**src/rtl/dma_pkg.sv**
```systemverilog
// Shared constants, state encoding and helpers for the DMA read arbiter.
package dma_pkg;

  localparam int DMA_ADDR_W = 30;
  localparam int DMA_BL_W   = 6;
  localparam int DMA_DATA_W = 32;

  localparam int REQ_CMD    = 0;
  localparam int REQ_DATA   = 1;
  localparam int REQ_WEIGHT = 2;

  typedef enum logic [1:0] {
    IDLE  = 2'd0,
    ISSUE = 2'd1,
    DRAIN = 2'd2
  } arb_state_t;

  function automatic int wrap_inc(input int idx, input int n);
    return (idx + 1 >= n) ? 0 : idx + 1;
  endfunction

endpackage

```
**src/rtl/rr_pick.sv**
```systemverilog
// Round-robin winner selection: rotate requests so the pointer sits at bit 0,
// take the lowest set bit, then rotate the index back.
module rr_pick #(
  parameter int NUM_REQ = 4,
  parameter int PTR_W   = 2
) (
  input  logic [NUM_REQ-1:0] req,
  input  logic [PTR_W-1:0]   ptr,
  output logic [PTR_W-1:0]   winner,
  output logic               found
);

  logic [2*NUM_REQ-1:0] doubled;
  logic [NUM_REQ-1:0]   rotated;
  logic [PTR_W-1:0]     offset;

  always_comb begin
    doubled = {req, req};
    rotated = NUM_REQ'(doubled >> ptr);
    offset  = '0;
    for (int i = NUM_REQ - 1; i >= 0; i--) begin
      if (rotated[i]) offset = PTR_W'(i);
    end
    winner = PTR_W'((int'(ptr) + int'(offset)) % NUM_REQ);
    found  = |req;
  end

endmodule

```
**src/rtl/dma_rd_arbiter.sv**
```systemverilog
// Round-robin arbiter sharing one SDRAM read port: grants a burst, issues the
// command, then steers every returned beat to the owner. Option: DMA_ARB_PRIO0_EN.
module dma_rd_arbiter
  import dma_pkg::*;
#(
  parameter int NUM_REQ = 4,
  parameter int ADDR_W  = DMA_ADDR_W,
  parameter int BL_W    = DMA_BL_W
) (
  input  logic                      clk,
  input  logic                      rst,
  input  logic [NUM_REQ-1:0]        req_valid,
  input  logic [NUM_REQ*ADDR_W-1:0] req_addr,
  input  logic [NUM_REQ*BL_W-1:0]   req_bl,
  output logic [NUM_REQ-1:0]        req_ready,
  output logic                      cmd_en,
  output logic [ADDR_W-1:0]         cmd_addr,
  output logic [BL_W-1:0]           cmd_bl,
  input  logic                      cmd_full,
  output logic                      rd_en,
  input  logic                      rd_empty,
  input  logic [DMA_DATA_W-1:0]     rd_data,
  output logic [NUM_REQ-1:0]        rsp_valid,
  output logic [DMA_DATA_W-1:0]     rsp_data,
  output logic                      rsp_last,
  output logic                      busy
);

  localparam int PTR_W = (NUM_REQ > 1) ? $clog2(NUM_REQ) : 1;

  arb_state_t         state;
  logic [PTR_W-1:0]   gnt;
  logic [PTR_W-1:0]   rr_ptr;
  logic [BL_W-1:0]    beat_cnt;
  logic               gnt_prio;

  logic [PTR_W-1:0]   pick_idx;
  logic               pick_any;
  logic [PTR_W-1:0]   sel_idx;
  logic               sel_prio;

  logic               in_issue;
  logic               in_drain;
  logic               accept;
  logic               pop;
  logic [ADDR_W-1:0]  gnt_addr;
  logic [BL_W-1:0]    gnt_bl;
  logic [NUM_REQ-1:0] gnt_onehot;

  rr_pick #(
    .NUM_REQ (NUM_REQ),
    .PTR_W   (PTR_W)
  ) u_pick (
    .req    (req_valid),
    .ptr    (rr_ptr),
    .winner (pick_idx),
    .found  (pick_any)
  );

`ifdef DMA_ARB_PRIO0_EN
  // Command fetch jumps the queue; its grants leave rr_ptr alone so the others keep their turn.
  assign sel_prio = req_valid[REQ_CMD];
  assign sel_idx  = sel_prio ? PTR_W'(REQ_CMD) : pick_idx;
`else
  assign sel_prio = 1'b0;
  assign sel_idx  = pick_idx;
`endif

  always_comb begin
    gnt_addr   = req_addr[int'(gnt)*ADDR_W +: ADDR_W];
    gnt_bl     = req_bl[int'(gnt)*BL_W +: BL_W];
    gnt_onehot = NUM_REQ'(1) << gnt;
  end

  assign in_issue = (state == ISSUE);
  assign in_drain = (state == DRAIN);
  assign accept   = in_issue && !cmd_full;
  assign pop      = in_drain && !rd_empty;

  // Outputs are gated to zero outside their owning state so idle/reset values are clean.
  assign cmd_en    = accept;
  assign cmd_addr  = in_issue ? gnt_addr : '0;
  assign cmd_bl    = in_issue ? gnt_bl : '0;
  assign req_ready = accept ? gnt_onehot : '0;
  assign rd_en     = pop;
  assign rsp_valid = pop ? gnt_onehot : '0;
  assign rsp_data  = pop ? rd_data : '0;
  assign rsp_last  = pop && (beat_cnt == '0);
  assign busy      = in_issue || in_drain;

  always_ff @(posedge clk) begin
    if (rst) begin
      state    <= IDLE;
      gnt      <= '0;
      rr_ptr   <= '0;
      beat_cnt <= '0;
      gnt_prio <= 1'b0;
    end else begin
      case (state)
        IDLE: begin
          if (pick_any) begin
            gnt      <= sel_idx;
            gnt_prio <= sel_prio;
            state    <= ISSUE;
          end
        end
        ISSUE: begin
          if (accept) begin
            beat_cnt <= gnt_bl;
            state    <= DRAIN;
          end
        end
        DRAIN: begin
          if (pop) begin
            if (beat_cnt == '0) begin
              state <= IDLE;
              if (!gnt_prio) rr_ptr <= PTR_W'(wrap_inc(int'(gnt), NUM_REQ));
            end else begin
              beat_cnt <= beat_cnt - BL_W'(1);
            end
          end
        end
        default: state <= IDLE;
      endcase
    end
  end

endmodule

```
**config.mk**
```make
export PLATFORM = sky130hd
export DESIGN_NAME = dma_rd_arbiter
export DESIGN_NICKNAME = d
export VERILOG_FILES = /design/src/rtl/dma_pkg.sv /design/src/rtl/rr_pick.sv /design/src/rtl/dma_rd_arbiter.sv
export SDC_FILE = /design/constraint.sdc
export NUM_CORES = 1
export LEC_CHECK = 0
export ABC_AREA = 1
export CAP_MARGIN = 10
export CORE_AREA = 4 4 100 102
export CTS_CLUSTER_SIZE = 8
export DETAILED_ROUTE_END_ITERATION = 16
export DIE_AREA = 0 0 104 106
export PLACE_DENSITY = 0.74
export SLEW_MARGIN = 25
export SYNTH_ARGS = -nofsm -noshare
export SYNTH_HDL_FRONTEND = slang
export SYNTH_HIERARCHICAL = 1
export SYNTH_SLANG_ARGS = --single-unit
```
**constraint.sdc**
```tcl
create_clock -name clk -period 2.1 [get_ports clk]
set_input_delay 0.42 -clock clk [delete_from_list [all_inputs] [get_ports clk]]
set_output_delay 0.42 -clock clk [all_outputs]
set_load 0.01 [all_outputs]
```
==> run summary, run 1 <==
The flow ran to the end, and the final reports show no timing, DRC or antenna violations. Relative to the synthesized area, the layout overhead comes to 112%. The detailed-route vias per instance was 4.80; the post-synthesis cell count was 516. The first TritonRoute pass finished after 5 iterations.

For the number of rows created at floorplan, the log shows 35. The final core area utilization is 0.586. Final number of hold-violating endpoints: 0. Mean instance size in the synthesized netlist: 4.87 sq um. The run gives 0.24 ns as the clock insertion delay at the later pin of the skew report.

The number of cells traversed by the worst hold path works out to 2. For this run the aggregate overflow at the end of global routing stands at 0. For this run, the number of standard cells in the final layout without fillers is 894.

Setup repair after global routing could not meet its margin everywhere. The clock tree root buffer cell is sky130_fd_sc_hd__clkbuf_8. The tools report the setup slack after layout as 0.0582 ns. For the setup slack at placement, the log shows -0.243 ns. Fill cells in the final layout number 915. The tightest min-delay check is of the flop to flop type. The number of I/O port buffers is 263, and the net total in the final layout is 981. The die covers 11000 sq um. The tools report the placed cell area as 5450 sq um. The worst register-to-register path ends at gnt[1]$_SDFFE_PP0P_.

At the worst endpoint, the required time is 2.22 ns. The post-detailed-route DRC marker count was 0; the slew at the pin with the worst max-slew slack was 0.394 ns. For the leakage power total, the log shows 0.00264 uW.

For the maximum number of pins on one net before global-route repair, the log shows 38. The tools report the global-route usage over all layers as 0.232. The wire length of the first global-routing pass was 21300 um; the proportion of synthesized chip area in sequential cells was 0.0955. Across all layers, the routed design uses 4290 vias.

The tools report the total negative slack for setup checks as 0 ns. The final-report max-slew violation count was 0; the number of antenna violations at the first check in global routing was 0. The worst setup path is captured at a flop.

The arrival time at the worst endpoint came out at 2.17 ns. The die span in y came out at 106 um. Routability-driven placement finished with a final weighted congestion of 0.878.

The number of clock buffers inserted by TritonCTS was 3; the area taken by multi-input logic gates was 1910 sq um. From left edge to right edge, the die measures 104 um. The logs give 1 for the maximum level of the CTS H-tree and 9110 sq um for the area inside the core boundary. Power spread over the standard cell area amounts to 907 nW/um^2. The clock passes through at most 2 buffers.

The endpoint of the worst hold-timing path was beat_cnt[5]$_SDFFE_PP0P_. The worst reg-to-reg setup slack is 0.19 ns, and the netlist area before placement is 2510 sq um. The tools report the synthesis warning total as 6. The logs give 0 for the final setup violation count and 5340 sq um for the area of all placed cells without fillers. Dividing the detail-routed wire length by the instance count gives 15.3 um. Number of cell instances on the worst register-to-register path: 13.

Summed over all nets, the half-perimeter wirelength after detailed placement is 10900 um. Max-cap violations in this run came to 0. For the maximum frequency from static timing analysis, the log shows 0.490 GHz. The final cycle utilization of the critical path is 0.972, and the net count after synthesis is 712. The logs give 246 sq um for the area of all sequential standard cells and 0 for the count of inserted antenna diode cells.

For this block, the routed nets add up to 13700 um of wire. The placed cell count is 889. The run gives 4026 as the via count of the first global-routing pass. The nature of the critical path startpoint is an input port.

The tools report the worst-case headroom to the max-slew limit as 0.736. The minimum clock period came out at 2.04 ns. The tools report the residual antenna-violating net count after detailed routing as 0.

Count of pins on the block boundary: 264. The tools report the final clock skew as 0.00206 ns. The maximum ir drop on the vdd rail was 0.000637 V. The clock transition at the registers of the reported paths works out to 0.05 ns. The share of final-layout standard cells stronger than drive strength 1 is 0.123, and the number of distinct library cell variants in the gate-level netlist after synthesis is 26.

Start point of the worst min-delay path: beat_cnt[5]$_SDFFE_PP0P_. For this block, the initial DRC count from the detailed router was 172. The worst setup path is of the input port to flop kind. The run gives 0.276 as the starting utilization of the core area. Startpoint of the worst register-to-register path: rr_ptr[0]$_SDFFE_PP0P_. The largest fanout on the critical path is 3, and the sink count of the clock tree is 12. Counting flops and latches in the post-synthesis netlist gives 12. TritonCTS built the clock tree.
[cell usage after synthesis]
master / n / area share
sky130_fd_sc_hd__nand2_2: 1 / 0.0025
sky130_fd_sc_hd__buf_1: 3 / 0.0045
sky130_fd_sc_hd__inv_2: 4 / 0.0060
sky130_fd_sc_hd__o21ai_0: 72 / 0.14
sky130_fd_sc_hd__a21boi_1: 1 / 0.0030
sky130_fd_sc_hd__dfxtp_1: 12 / 0.096
sky130_fd_sc_hd__inv_1: 52 / 0.078
sky130_fd_sc_hd__clkbuf_2: 1 / 0.0020
sky130_fd_sc_hd__ha_1: 12 / 0.060
sky130_fd_sc_hd__xor2_1: 1 / 0.0035
sky130_fd_sc_hd__nand3b_1: 1 / 0.0030
sky130_fd_sc_hd__buf_6: 3 / 0.013
sky130_fd_sc_hd__nand4_1: 3 / 0.0075
sky130_fd_sc_hd__or4_1: 1 / 0.0030
sky130_fd_sc_hd__buf_4: 5 / 0.015
sky130_fd_sc_hd__nor2_1: 186 / 0.28
sky130_fd_sc_hd__clkbuf_1: 11 / 0.016
sky130_fd_sc_hd__buf_2: 9 / 0.018
sky130_fd_sc_hd__xnor2_1: 1 / 0.0035
sky130_fd_sc_hd__and2_1: 1 / 0.0025
sky130_fd_sc_hd__nand2_1: 66 / 0.099
sky130_fd_sc_hd__nand3_1: 29 / 0.058
sky130_fd_sc_hd__nor3_2: 1 / 0.0040
sky130_fd_sc_hd__a21oi_1: 38 / 0.076
sky130_fd_sc_hd__nor2_4: 1 / 0.0045
sky130_fd_sc_hd__inv_4: 1 / 0.0025
[sequential cells by signal, indices dropped and copies added (netlist names)]
| register | cells |
|---|---|
| rr_ptr | 2 |
| gnt | 2 |
| beat_cnt | 6 |
| state | 2 |
[stage by stage]
stage	total power, uW	hold WS, ns
6_report	4840	0.513
5_1_grt	5330	0.545
4_1_cts	4900	0.520
3_5_place_dp	4770	0.512
3_3_place_gp	4670	0.494
2_1_floorplan	2740	0.465
[power breakdown]
part | internal [uW] | leakage [uW] | switching (uW)
registers | 334 | 0.0000999 | 119
logic | 1930 | 0.00252 | 2250
clock network | 126 | 0.0000216 | 80.9
[timing repair]
item	4_1_cts	5_1_grt
setup buffers	0	0
endpoints found under the hold margin	0	0
hold buffers	0	0
gates cloned	2	0
endpoints found under the setup margin	77	56
resized for setup	81	97
[metal layers]
layer	global-route usage	up-vias	part of all wire	wire length [um]
met4	0.0655	0	0.027	371
met2	0.445	189	0.52	7060
met1	0.257	1922	0.39	5290
met3	0.0461	28	0.069	939
met5	0	-	0	0
li1	-	2151	-	-
[worst max-delay path by stage]
stage                                startpoint             endpoint  slack [ns]
after floorplan           state[0]$_SDFFE_PP0P_         rsp_data[10]        0.24
after global placement                 rd_empty         rsp_data[27]       -0.19
after detailed placement               rd_empty         rsp_data[23]       -0.24
after CTS                 state[0]$_SDFFE_PP0P_               cmd_en        0.02
after global routing               req_valid[0]  gnt[1]$_SDFFE_PP0P_       -0.13
final                              req_valid[2]  gnt[1]$_SDFFE_PP0P_        0.06
[cells in the final DEF, fill, tap and decap left out]
| cell type | instances |
|---|---|
| sky130_fd_sc_hd__buf_6 | 1 |
| sky130_fd_sc_hd__inv_4 | 1 |
| sky130_fd_sc_hd__nand3b_1 | 1 |
| sky130_fd_sc_hd__nand4_1 | 3 |
| sky130_fd_sc_hd__xor2_2 | 1 |
| sky130_fd_sc_hd__dfxtp_1 | 9 |
| sky130_fd_sc_hd__bufbuf_16 | 1 |
| sky130_fd_sc_hd__buf_16 | 1 |
| sky130_fd_sc_hd__ha_2 | 1 |
| sky130_fd_sc_hd__clkbuf_2 | 41 |
| sky130_fd_sc_hd__nand3_2 | 1 |
| sky130_fd_sc_hd__ha_1 | 11 |
| sky130_fd_sc_hd__dlygate4sd2_1 | 34 |
| sky130_fd_sc_hd__o21ai_0 | 69 |
| sky130_fd_sc_hd__nor3_2 | 1 |
| sky130_fd_sc_hd__dfxtp_2 | 2 |
| sky130_fd_sc_hd__nor2_2 | 2 |
| sky130_fd_sc_hd__clkbuf_8 | 3 |
| sky130_fd_sc_hd__dfxtp_4 | 1 |
| sky130_fd_sc_hd__a21boi_2 | 1 |
| sky130_fd_sc_hd__buf_12 | 8 |
| sky130_fd_sc_hd__clkdlybuf4s50_1 | 185 |
| sky130_fd_sc_hd__a21oi_1 | 38 |
| sky130_fd_sc_hd__nor2_1 | 184 |
| sky130_fd_sc_hd__xnor2_1 | 1 |
| sky130_fd_sc_hd__nand3_1 | 28 |
| sky130_fd_sc_hd__inv_1 | 51 |
| sky130_fd_sc_hd__nand2_2 | 2 |
| sky130_fd_sc_hd__nand2_1 | 65 |
| sky130_fd_sc_hd__dlymetal6s2s_1 | 1 |
| sky130_fd_sc_hd__nor2_4 | 1 |
| sky130_fd_sc_hd__or4_1 | 1 |
| sky130_fd_sc_hd__clkdlybuf4s15_1 | 2 |
| sky130_fd_sc_hd__o21ai_1 | 3 |
| sky130_fd_sc_hd__inv_2 | 5 |
| sky130_fd_sc_hd__and2_1 | 1 |
| sky130_fd_sc_hd__buf_4 | 22 |
[area by class of cell]
cell class | count | share of cell area
repair buffers | 296 | 0.522
multi-input cells | 415 | 0.358
flip-flops and latches | 12 | 0.0462
inverters | 57 | 0.0406
well taps | 111 | 0.0260
clock buffers | 3 | 0.00774
[kinds of logic after synthesis]
group | synth area share
buf+inv | 0.155
simple gates | 0.461
fa+ha+maj | 0.0597
compound gates | 0.222
flops | 0.0955
xor+xnor | 0.00697
[worst max-delay path: stages]
cell and delay [ns]:
sky130_fd_sc_hd__clkdlybuf4s50_1 0.53, sky130_fd_sc_hd__nand2_1 0.12, sky130_fd_sc_hd__nand3_2 0.12, sky130_fd_sc_hd__nand3_1 0.11
sky130_fd_sc_hd__a21boi_2 0.14, sky130_fd_sc_hd__ha_2 0.20, sky130_fd_sc_hd__xor2_2 0.15, sky130_fd_sc_hd__inv_1 0.06
sky130_fd_sc_hd__nand3_1 0.07, sky130_fd_sc_hd__nand2_1 0.05, sky130_fd_sc_hd__o21ai_1 0.13, sky130_fd_sc_hd__a21oi_1 0.05
Note: power is estimated with default switching activity, not from simulation.
==> run 2, diff against run 1 <==
CORE_AREA = not set   (was 4 4 100 102)
CORE_MARGIN = 4   (was not set)
CORE_UTILIZATION = 27   (was not set)
DIE_AREA = not set   (was 0 0 104 106)
PLACE_DENSITY = 0.76   (was 0.74)
clock period = 1.85 ns   (was 2.1 ns; I/O delays follow)
==> run 2 against run 1 <==
- the flow now finishes with violations (negative setup slack)
- via count rose by 7.8%
- cell count rose by 5.1%
- largest cell class unchanged
- largest power group unchanged
- die area fell by 0.92%
- total power rose by 56%
- sequential cell count did not move
- clock skew rose by 0.00079 ns
- sequential share of layout area fell by 0.76 points
==> run summary, run 2 (synthesized netlist as in run 1, its figures left out) <==
The maximum ir drop on the vdd rail is 0.000711 V, and the wire length of the first global-routing pass is 21500 um. STA classifies the critical path startpoint as a flop. Leaving out fill and tap cells, the most frequent cell in the layout is sky130_fd_sc_hd__clkdlybuf4s50_1. For the post-DP HPWL, the log shows 10800 um.

The die area is 10900 sq um, and the clock insertion delay at the later pin of the skew report is 0.25 ns. The setup path with the least slack is of type flop to primary output. The starting utilization of the core area was 0.283. The final weighted congestion in routability-driven placement was 0.896. The residual antenna-violating net count after detailed routing is 0, and the detailed-route vias per instance is 4.92. The share of final-layout standard cells stronger than drive strength 1 came out at 0.355. TritonCTS built the clock tree.

The via count was 4625; the fill cell total of the finished layout was 696. The first routing iteration left 251 violations. Setup repair after global routing could not meet its margin everywhere. The number of antenna diodes in the final layout is 0.

The logs give 0 for the number of antenna violations at the first check in global routing and 0 for the post-detailed-route DRC marker count. Before CTS, the worst setup slack after placement is -0.393 ns. For the pin with the worst max-slew slack, the measured transition is 0.383 ns. Max-cap violations in this run came to 0. For the area inside the core boundary, the log shows 8890 sq um. Of all nets on the critical path, the largest fanout is 7.

The worst min-delay path category was flop to flop. The number of clock buffers inserted by TritonCTS was 3; the power density normalized to cell area was 1140 nW/um^2. The setup slack after layout was -0.133 ns; the final setup violation count was 31. The logs give 0.00303 uW for the leakage power total and 1029 for the net total in the final layout. The final number of hold-violating endpoints is 0.

The final-report max-slew violation count was 0; the flip-flop count of the largest register after layout was 6. Data on the critical path is required at its endpoint by 1.48 ns. The run finished, with violations left.

The die is 105 um tall. For the worst-case headroom to the max-slew limit, the log shows 0.744. For the via count of the first global-routing pass, the log shows 4190. After routing the design area is 6620 sq um. For the total global routing overflow, the log shows 0. The clock passes through at most 2 buffers.

The placed cell area is 5440 sq um, and the cts-stage hold buffer count is 0. The final cycle utilization of the critical path was 1.07; the maximum number of pins on one net before global-route repair was 24. The tools report the sum of routed wire length over all layers as 16100 um. Data arrives at the worst endpoint at 1.61 ns. The tools report the first-pass detailed-route iteration total as 5. For this run, the top clock speed supported by timing is 0.504 GHz. For this design the top-level I/O count stands at 264.

On the final layout, the worst clock skew is 0.00285 ns. After detailed placement, the design holds a cell count of 889. The maximum level of the CTS H-tree is 1.

Horizontal die dimension: 105 um. In the layout the commonest cells are sky130_fd_sc_hd__clkdlybuf4s50_1 (178), sky130_fd_sc_hd__nor2_1 (130), sky130_fd_sc_hd__buf_2 (49). The number of rows created at floorplan is 34, and the area growth from synthesis to layout is 163%. During placement, the flow inserted port buffers numbering 263. The final reports fail on negative setup slack.

The global-route usage over all layers was 0.238. The worst path needs 1.98 ns of the cycle, external delays included. Largest register by flop count: beat_cnt. After clock tree synthesis, the clock-pin slew on the worst setup and hold paths is 0.06 ns.

The sink count of the clock tree was 12. CTS placed an instance of sky130_fd_sc_hd__clkbuf_8 at the clock tree root. The finished layout holds 940 standard cells, fillers aside. The routed wirelength normalized by instance count is 17.2 um, and the final core area utilization is 0.744.

The tools report the endpoint kind of the worst setup timing path as a primary output.
[run 2: worst paths after layout]
kind | start | to | slack (ns) | cells past startpoint
max | gnt[0]$_SDFFE_PP0P_ | cmd_addr[0] | -0.13 | 9
min | beat_cnt[0]$_SDFFE_PP0P_ | beat_cnt[0]$_SDFFE_PP0P_ | 0.53 | 2
max reg2reg | rr_ptr[0]$_SDFFE_PP0P_ | gnt[1]$_SDFFE_PP0P_ | 0.09 | 12
min reg2reg | beat_cnt[0]$_SDFFE_PP0P_ | beat_cnt[0]$_SDFFE_PP0P_ | 0.53 | 2
[run 2: layout make-up]
cell class                 instances  area (sq um)  share of cell area
clock buffer                       4          55.1             0.00832
inverter                          57           249              0.0376
multi-input combinational        415          2440               0.369
sequential                        12           255              0.0386
tap                              108           135              0.0204
timing repair buffer             343          3460               0.523
timing repair inverter             1          16.3             0.00246
[run 2: worst max-delay path, cell delays in order, from the launching register on]
cell	delay, ns
sky130_fd_sc_hd__dfxtp_4	0.39
sky130_fd_sc_hd__buf_12	0.11
sky130_fd_sc_hd__buf_8	0.12
sky130_fd_sc_hd__buf_12	0.12
sky130_fd_sc_hd__buf_4	0.11
sky130_fd_sc_hd__nor2_2	0.04
sky130_fd_sc_hd__nor2_2	0.13
sky130_fd_sc_hd__o21ai_2	0.08
sky130_fd_sc_hd__a21oi_2	0.13
sky130_fd_sc_hd__buf_2	0.14
[run 2: per-stage QoR]
step / total power (uW) / hold slack (ns) / TNS [ns]
2_1_floorplan: 3110 / 0.439 / 0
3_3_place_gp: 5310 / 0.491 / -23.50
3_5_place_dp: 5410 / 0.518 / -24.32
4_1_cts: 6040 / 0.530 / -0.799
5_1_grt: 8090 / 0.562 / -5.12
6_report: 7550 / 0.530 / -2.01
[run 2: repair_timing]
action	in CTS	in global routing
endpoints found under the setup margin	81	63
pin swaps	10	57
gates resized for setup	366	245
cloned	6	7
setup buffers	13	23
[run 2: power breakdown]
| group | switching [uW] | leakage, uW | internal [uW] |
|---|---|---|---|
| Clock | 107 | 0.0000288 | 189 |
| Combinational | 3410 | 0.00290 | 3320 |
| Sequential | 138 | 0.000102 | 387 |
[run 2: layer usage]
layer  wire [um]  GRT usage  vias to the layer above  part of all wire
met5           0          0                        -                 0
met4         501     0.0665                        0             0.031
met3        1020     0.0410                       40             0.063
met2        8420      0.442                      218              0.52
met1        6180      0.280                     2107              0.38
li1            -          -                     2260                 -
==> run 3, diff against run 2 <==
SYNTH_HIERARCHICAL = not set   (was 1)
==> run 3 against run 2 <==
- the run still ends with negative setup slack left
- design area is 9.7% lower
- core utilization decreased by 7.2 points
- count of clock-buffer cells in the layout unchanged
- cell count shrank 1.1%
- largest cell class unchanged
- highest routed layer unchanged
- routed wire length down 4.0%
- sequential power is 3% lower
- via count down 3.9%
==> run summary, run 3 <==
In the final routed layout, each cell accounts on average for 16.6 um. After layout, the minimum clock period comes to 1.88 ns. Setup violations remaining at the end of the flow were counted as 9. Synthesis handed over a netlist of 516 instances. The run gives 0.533 GHz as the maximum frequency from static timing analysis. Yosys attributes the largest share of cell area to sky130_fd_sc_hd__nor2_1 (28%), sky130_fd_sc_hd__o21ai_0 (14%), sky130_fd_sc_hd__nand2_1 (9.7%), sky130_fd_sc_hd__dfxtp_1 (9.5%), sky130_fd_sc_hd__inv_1 (8.3%). The number of enable flip-flop cells after synthesis is 0.

The run gives 0.795 as the worst-case headroom to the max-slew limit. The critical path capture point was cmd_addr[16]. For the maximum level of the CTS H-tree, the log shows 1. Prior to clock tree synthesis, the placed netlist has a worst setup slack of -0.497 ns. The share of final-layout standard cells stronger than drive strength 1 is 0.276, and the longest individual stage delay on the worst path is 0.38 ns.

The tools report the initial detailed-routing violation count as 191. The run gives 8890 sq um as the area inside the core boundary. The final clock skew came out at 0.00487 ns.

After detailed placement, the design holds a cell count of 897. By startpoint and endpoint, the worst setup path is classified as flop to primary output. The starting utilization of the core area is 0.283. Max-cap violations in this run came to 0. The worst setup path is captured at a primary output. Most common cell in the synthesized netlist: sky130_fd_sc_hd__nor2_1.

The path class of the tightest hold or removal check is flop to flop. Setup repair after global routing could not meet its margin everywhere. The tools report the wire length of the first global-routing pass as 22600 um. STA classifies the critical path startpoint as a flop.

Across the VDD grid, the largest voltage drop is 0.000765 V. In this run the horizontal extent of the chip is 105 um. The synthesized netlist occupies a cell area of 2520 sq um. The slew at the pin with the worst max-slew slack works out to 0.307 ns.

The sink count of the clock tree is 12, and the count of inserted antenna diode cells is 0. Data on the critical path arrives at its endpoint at 1.51 ns. The total overflow left after global routing is 0. From bottom edge to top edge, the die measures 105 um. The worst register-to-register path begins at rr_ptr[0]$_SDFFE_PP0P_. Synthesis inferred 12 register bits. The sum of routed wire length over all layers is 15500 um, and the number of distinct library cell variants in the gate-level netlist after synthesis is 25. The analysis attributes to cell leakage a power of 0.00291 uW. In this design, the largest share of critical-path delay is due to buffers and inverters. The endpoint identified for the worst register-to-register timing path is gnt[1]$_SDFFE_PP0P_.

The die area is 10900 sq um. The via count of the first global-routing pass is 4274, and the net count after synthesis is 711. The total negative slack for setup checks is -0.120 ns. The critical path crosses 8 cells after its start point. The number of I/O port buffers works out to 263. The signal on the critical path passes through buf_6, buf_12, buf_12, nor2_1, nor2_1, o21ai_1, a21oi_1, buf_2. The final reports fail on negative setup slack. The largest register by flop count is beat_cnt. For the post-DP HPWL, the log shows 11600 um. The synthesis warning total is 0, and the global-route usage over all layers is 0.250. Of all cell types, the one taking the most synthesized area is sky130_fd_sc_hd__nor2_1. Among all stages on the critical path, the largest delay is contributed by sky130_fd_sc_hd__dfxtp_4. The cell sitting at the root of the clock tree is a sky130_fd_sc_hd__clkbuf_8. The buffer and inverter count on the worst path was 4.

The most used flip-flop cell after synthesis is sky130_fd_sc_hd__dfxtp_1. The tools report the number of antenna violations at the first check in global routing as 0. The commonest cells after synthesis are sky130_fd_sc_hd__nor2_1 (190), sky130_fd_sc_hd__o21ai_0 (71), sky130_fd_sc_hd__nand2_1 (65), sky130_fd_sc_hd__inv_1 (56), sky130_fd_sc_hd__a21oi_1 (37). The first detailed-routing pass ran for 6 iterations.

The flow ran to the end, but the final reports show violations. During I/O placement, the number of pins put on the boundary was 264. The area fraction of the dominant cell type after synthesis is 0.283. The number of cells traversed by the worst hold path works out to 2. Leaving out fill and tap cells, the most frequent cell in the layout is sky130_fd_sc_hd__clkdlybuf4s50_1. In this run, CTS created clock tree buffers numbering 3.

The final cycle utilization of the critical path was 1.01. The final layout contains 1018 nets. The area of all placed cells without fillers is 5980 sq um. At the end of routability-driven placement, the weighted congestion stood at 0.879. The mean instance size in the synthesized netlist came out at 4.88 sq um.

The async set-or-reset flop fraction in the synthesized netlist is 0, and the maximum number of pins on one net before global-route repair is 26. The tools report the placed cell area as 5500 sq um. The power density normalized to cell area works out to 1180 nW/um^2.

The final-report max-slew violation count was 0; the flip-flop count of the largest register after layout was 6. The most critical setup path has its startpoint at gnt[0]$_SDFFE_PP0P_. Hold timing on the final database bottoms out at a slack of 0.500 ns. No sink is reached through more buffers than the 2 on the longest clock path.

Once detail routing completed, the nets flagged for antenna violations numbered 0. Leaving out fill and tap cells, the most frequent cells in the layout are sky130_fd_sc_hd__clkdlybuf4s50_1 (181), sky130_fd_sc_hd__nor2_1 (164), sky130_fd_sc_hd__buf_2 (72). The later pin in the worst-skew pair is clocked with a latency of 0.24 ns. The final number of hold-violating endpoints was 0; the worst path required time was 1.48 ns. TritonCTS built the clock tree. Across all layers, the routed design uses 4444 vias. The clock transition at the registers of the reported paths is 0.06 ns. After detailed routing, the number of remaining DRC violations is 0.

Detailed-route vias per instance: 4.78. After floorplanning, the core was divided into 34 placement rows. The worst register-to-register path has a depth of 12.

The proportion of synthesized chip area in sequential cells came out at 0.0954. In this run the worst path has a maximum fanout of 8. The area growth from synthesis to layout is 137%, and the worst reg-to-reg setup slack is 0.05 ns. The logs give -0.0253 ns for the setup slack after layout and 930 for the final non-filler cell total.
-- run 3: cell type report --
| class | instances | area, sq um |
|---|---|---|
| Timing Repair Buffer | 331 | 3120 |
| Tap cell | 108 | 135 |
| Timing Repair inverter | 2 | 17.5 |
| Sequential cell | 12 | 250 |
| Inverter | 60 | 253 |
| Fill cell | 774 | 2910 |
| Multi-Input combinational cell | 413 | 2150 |
| Clock buffer | 4 | 55.1 |
-- run 3: timing repair --
item                                    CTS  global route
setup buffers                            16             7
pin swaps                                 7            51
cloned                                    5             5
hold buffers                              0             0
endpoints found under the setup margin   80            79
gates resized for setup                 348           145
endpoints found under the hold margin     0             0
-- run 3: how the worst min path moves through the flow --
| stage | to | slack (ns) | from |
|---|---|---|---|
| floorplan | beat_cnt[5]$_SDFFE_PP0P_ | 0.43 | rst |
| global placement | beat_cnt[1]$_SDFFE_PP0P_ | 0.47 | beat_cnt[1]$_SDFFE_PP0P_ |
| detailed placement | state[1]$_SDFFE_PP0P_ | 0.49 | state[1]$_SDFFE_PP0P_ |
| CTS | state[1]$_SDFFE_PP0P_ | 0.49 | state[1]$_SDFFE_PP0P_ |
| global route | state[1]$_SDFFE_PP0P_ | 0.51 | state[1]$_SDFFE_PP0P_ |
| finish | state[1]$_SDFFE_PP0P_ | 0.50 | state[1]$_SDFFE_PP0P_ |
-- run 3: metal layers --
metal	vias to the layer above	global-route usage	share of wire
met5	-	0	0
met4	0	0.0459	0.021
met3	34	0.0462	0.066
met2	188	0.493	0.53
met1	1995	0.281	0.38
li1	2227	-	-
-- run 3: power breakdown --
part	switching [uW]	internal [uW]	leakage, uW
logic	3180	3080	0.00278
clock network	98.4	188	0.0000288
registers	124	383	0.000101
-- run 3: logic make-up (layout without fill, tap and decap cells) --
group / after synthesis / after routing / synth area share
XOR/XNOR: 3 / 3 / 0.0104
flip-flops: 12 / 12 / 0.0954
AO/OA/AOI/OAI: 113 / 113 / 0.228
adder cells (fa/ha/maj): 11 / 11 / 0.0546
buffers and inverters: 91 / 397 / 0.167
AND/OR/NAND/NOR: 286 / 286 / 0.445
-- run 3: metrics by stage --
step,power [uW],util
after detailed placement,5540,0.619
after floorplan,3130,-
after CTS,6270,0.630
final,7050,0.672
after global routing,7610,0.672
after global placement,5420,0.619
-- run 3: worst reg2reg max path, stage by stage, from the launching register on --
cell and delay [ns]:
sky130_fd_sc_hd__dfxtp_1 0.44, sky130_fd_sc_hd__inv_1 0.13, sky130_fd_sc_hd__nand2_1 0.11, sky130_fd_sc_hd__nand3_1 0.08
sky130_fd_sc_hd__nand2_1 0.12, sky130_fd_sc_hd__nand3_1 0.09, sky130_fd_sc_hd__a21boi_1 0.15, sky130_fd_sc_hd__ha_1 0.20
sky130_fd_sc_hd__xnor2_2 0.12, sky130_fd_sc_hd__nand3_1 0.10, sky130_fd_sc_hd__nand2_1 0.07, sky130_fd_sc_hd__nor2_1 0.04
sky130_fd_sc_hd__nor2_1 0.09
